--- config.mk ---
export PLATFORM = sky130hd
export DESIGN_NAME = pc_stack
export DESIGN_NICKNAME = d
export VERILOG_FILES = /design/src/rtl/pc_stack.sv
export SDC_FILE = /design/constraint.sdc
export NUM_CORES = 1
export LEC_CHECK = 0
export CORE_MARGIN = 5
export CORE_UTILIZATION = 62
export DETAILED_ROUTE_END_ITERATION = 16
export PLACE_DENSITY_LB_ADDON = 0.2
export SYNTH_ARGS = -nofsm -noshare
export SYNTH_HDL_FRONTEND = slang
export SYNTH_SLANG_ARGS = --single-unit
--- constraint.sdc ---
create_clock -name CLK -period 5.5 [get_ports CLK]
set_clock_uncertainty 0.15 [all_clocks]
set_input_delay 1.375 -clock CLK [delete_from_list [all_inputs] [get_ports CLK]]
set_output_delay 1.375 -clock CLK [all_outputs]
set_load 0.005 [all_outputs]
--- src/rtl/pc_stack.sv ---
// pc_stack: program counter with hardware return-address stack for the
// 22-bit instruction core. Drives the program memory address and
// reacts to the bsr/ret flags decoded from the fetched word. The address
// advances sequentially by default, jumps on bsr and pushes the return
// address, and returns on ret by popping that address.
// Optional build macro: PC_STACK_CIRCULAR_EN. When defined, a bsr on a
// full stack overwrites the oldest entry and ovf_err is tied low. When
// undefined, that push is discarded and ovf_err is set and stays set.
module pc_stack #(
  parameter int DEPTH = 8,
  parameter int SPW   = 4
) (
  input  logic            CLK,
  input  logic            RESET,
  input  logic            HOLD,
  input  logic [21:0]     PR_code,
  input  logic            bsr_det,
  input  logic            ret_det,
  output logic [9:0]      PC_addr,
  output logic [SPW-1:0]  sp_level,
  output logic            stack_empty,
  output logic            stack_full,
  output logic            ovf_err,
  output logic            unf_err
);

  // Write-pointer width; DEPTH is a power of two, so the pointer wraps mod DEPTH
  localparam int PW = SPW - 1;

  logic [9:0]     r_pc;
  logic [9:0]     r_stack [DEPTH];
  logic [PW-1:0]  r_wp;
  logic [SPW-1:0] r_level;
  logic           r_unf;

  logic [9:0]     w_pc_inc;
  logic [PW-1:0]  w_top_idx;
  logic           w_empty;
  logic           w_full;
  logic           w_do_ret;
  logic           w_do_bsr;
  logic           w_unused_opcode;

  // The opcode field is decoded upstream; only the target bits are used here
  assign w_unused_opcode = ^PR_code[21:10];

  assign w_pc_inc  = r_pc + 10'd1;
  assign w_top_idx = r_wp - PW'(1);
  assign w_empty   = (r_level == '0);
  assign w_full    = (r_level == SPW'(DEPTH));
  // ret has priority; a simultaneous bsr is dropped without flagging
  assign w_do_ret  = ~HOLD & ret_det;
  assign w_do_bsr  = ~HOLD & bsr_det & ~ret_det;

  // Program counter: ret pops (or steps past an empty ret), bsr jumps, else steps
  always_ff @(posedge CLK or posedge RESET) begin
    if (RESET) begin
      r_pc <= '0;
    end else if (w_do_ret) begin
      r_pc <= w_empty ? w_pc_inc : r_stack[w_top_idx];
    end else if (w_do_bsr) begin
      r_pc <= PR_code[9:0];
    end else if (!HOLD) begin
      r_pc <= w_pc_inc;
    end
  end

  // Return-address storage, write pointer and level counter
  always_ff @(posedge CLK or posedge RESET) begin
    if (RESET) begin
      for (int i = 0; i < DEPTH; i++) begin
        r_stack[i] <= '0;
      end
      r_wp    <= '0;
      r_level <= '0;
    end else if (w_do_ret) begin
      if (!w_empty) begin
        r_wp    <= w_top_idx;
        r_level <= r_level - SPW'(1);
      end
    end else if (w_do_bsr) begin
`ifdef PC_STACK_CIRCULAR_EN
      // When full, the slot at the write pointer holds the oldest entry
      r_stack[r_wp] <= w_pc_inc;
      r_wp          <= r_wp + PW'(1);
      if (!w_full) begin
        r_level <= r_level + SPW'(1);
      end
`else
      if (!w_full) begin
        r_stack[r_wp] <= w_pc_inc;
        r_wp          <= r_wp + PW'(1);
        r_level       <= r_level + SPW'(1);
      end
`endif
    end
  end

  // Sticky underflow flag: ret seen while the stack is empty
  always_ff @(posedge CLK or posedge RESET) begin
    if (RESET) begin
      r_unf <= 1'b0;
    end else if (w_do_ret && w_empty) begin
      r_unf <= 1'b1;
    end
  end

`ifdef PC_STACK_CIRCULAR_EN
  assign ovf_err = 1'b0;
`else
  logic r_ovf;

  // Sticky overflow flag: bsr seen while the stack is full
  always_ff @(posedge CLK or posedge RESET) begin
    if (RESET) begin
      r_ovf <= 1'b0;
    end else if (w_do_bsr && w_full) begin
      r_ovf <= 1'b1;
    end
  end

  assign ovf_err = r_ovf;
`endif

  assign PC_addr     = r_pc;
  assign sp_level    = r_level;
  assign stack_empty = w_empty;
  assign stack_full  = w_full;
  assign unf_err     = r_unf;

endmodule
==> metrics <==
depth of the worst register-to-register path=8; static leakage=~0.0024 uW; async set or reset register ratio after synthesis=100%; Peak VDD IR=0.249 mV; final setup fails=0; IO Port Bufs=32; die height=slightly below 100 um; post-CTS sizing=0; crit path kind=flop to primary output; TritonCTS Buffers=9; root buffer cell=clkbuf_8; power after layout=a little over 3000 uW; Final nets=about 500; run status=finished, final reports clean; post-layout min period=~3.8 ns; Hold Crit Start=ovf_err; Post-synth EDFFs=0; slew at the pin closest to its max-slew limit=0.882 ns; floorplan row count=32; Syn. warnings=0; synth top area cells=dfrtp_1 51%, mux4_2 9.3%, o21ai_0 5.9%; max-slew violations=0; Hold Path End=ovf_err; WL final=10,300 um; Post-DRT Antenna Nets=0; Worst setup SP type=flop; DR pass1 iterations=4; Synth-to-Final Area Change=11.8%; dominant synthesized flop cell=dfrtp_1; DRC viols=0; TritonCTS clock tree=built; crit path capture type=primary output; final hold vios=0; initial antenna violation count=0; Synth Register Bits=99; PwrDens=562 mW/mm^2; CTS Hold Bufs=0; fmax=about 260 MHz; fin cells=approximately 570; pre-CTS setup slack=between 1 and 1.5 ns; Clock Latency Late Sink=roughly 0.36 ns; I/O pin count=45; Starting Density=approximately 63%; Post-DP HPWL=slightly above 7000 um; drt initial violations=151; Hold Path Depth=1; synthesized area=between 0.004 and 0.005 sq mm; Clock Sinks=99; Setup Buffers After CTS=0; via count=approximately 3.4k; drt wl/cell=18.0 um; area leader, netlist=dfrtp_1; count leader, synth=dfrtp_1; Net Count, Synth=between 400 and 500; Clock Path Buffers=2; end of the worst register-to-register path=PC_addr[8]; GRT Residual Overflow=0; largest net degree at the start of global routing=73; period utilisation layout=approximately 70%; diode count=0; R2R Setup Slk=between 2 and 2.5 ns; die area=a little under 0.01 sq mm; most frequent cells after synthesis=99 x dfrtp_1, 70 x nand2_1, 57 x o21ai_0; worst reg2reg startpoint=r_wp[0]; critical path required time=3.97 ns; Mapped Cells=between 400 and 500; Cell variety after synth=57; Seq/Total Area, Yosys=between 50% and 60%; Avg Synthesized Cell Area=approximately 11 sq um; first-pass GRT wire length=17,300 um; Finished Cell Area=~0.0054 sq mm; routability cong.=0.815; Synth top area share=about 50%; vias in the first global route=~3.4k; DP Cell Count=around 560; setup_tns=0 ns; clock slew seen by the registers of the worst setup and hold paths=about 0.1 ns; total track usage=22.6%; Max FO, Critical Path=7; Vias per Instance=slightly below 6; RSZ-0062 raised after global routing=false; Hold Path Class=flop to flop; H-tree depth=3; max_slew headroom=41.2%; Max Cap Viol=0; Arrival @ worst endpoint=2.25 ns; Die Width=between 90 and 100 um; placed cell areas=0.00520 sq mm; share of layout cells above drive strength 1=~17%; core area=around 0.0077 sq mm; Worst Setup Slack, final=between 1.5 and 2 ns
[state kept, by name (all words and copies together) (netlist names)]
signal    count
unf_err       1
PC_addr      10
ovf_err       1
sp_level      4
r_stack      80
r_wp          3
[stage by stage]
stage | util, % | hold WS [ns]
finish | 70.4 | 0.326
global placement | 67.7 | 0.301
detailed placement | 67.7 | 0.308
global route | 70.4 | 0.358
CTS | 70.4 | 0.332
floorplan | - | 0.295
[logic make-up (layout without fill, tap and decap cells)]
| family | count (synthesis) | after routing | synth area share [%] |
|---|---|---|---|
| simple gates | 142 | 142 | 14.3 |
| compound gates | 112 | 112 | 13.9 |
| flops | 99 | 99 | 51.1 |
| mux | 38 | 38 | 13.4 |
| buf+inv | 31 | 63 | 3.64 |
| xor+xnor | 14 | 14 | 2.69 |
| fa+ha+maj | 4 | 4 | 1.03 |
[layout make-up]
class                      count  area (sq um)
clock buffer                  10           138
clock inverter                 6          71.3
fill                         566          2270
inverter                       7          28.8
multi-input combinational    310          2190
sequential                    99          2480
tap                          102           128
timing repair buffer          40           380
[how the worst max path moves through the flow]
stage	start	end	slack (ns)	cells past startpoint
6_report	sp_level[0]	stack_empty	1.72	3
5_1_grt	sp_level[0]	stack_empty	1.65	3
4_1_cts	sp_level[0]	stack_empty	1.71	3
3_5_place_dp	bsr_det	r_stack[1]	1.41	6
3_3_place_gp	bsr_det	r_stack[1]	1.44	6
2_1_floorplan	RESET	PC_addr[0]	1.38	1
[critical path, cell delays in order (launching register included)]
cell and delay (ns):
dfrtp_1 0.49, or4_1 0.72, inv_2 0.16, clkdlybuf4s50_1 0.52
[report_power, final]
group	switching, uW	total, uW	internal [uW]
sequential	229	1260	1030
combinational	645	1300	653
clock	255	484	228
total	1130	3040	1910
[routing by layer]
layer	up-vias	wire length, um	GRT usage [%]
met5	-	0	0
met4	0	82	8.82
met3	7	533	4.21
met2	75	5090	36.6
met1	1681	4620	30.6
li1	1605	-	-
[cells in the final DEF (no fill, tap or decap), types with 4 or more instances in the layout]
master,count
a21o_1,4
a21oi_1,19
buf_4,8
clkbuf_8,10
clkdlybuf4s50_1,32
dfrtp_1,99
ha_1,4
inv_1,5
mux2_2,9
mux2i_1,8
mux4_2,20
nand2_1,70
nand2_2,7
nand2b_1,4
nand3_1,4
nor2_1,31
nor2b_1,4
o21ai_0,57
o21ai_2,7
xnor2_1,8
xor2_1,5
No activity file was read; power rests on OpenSTA's default activity.
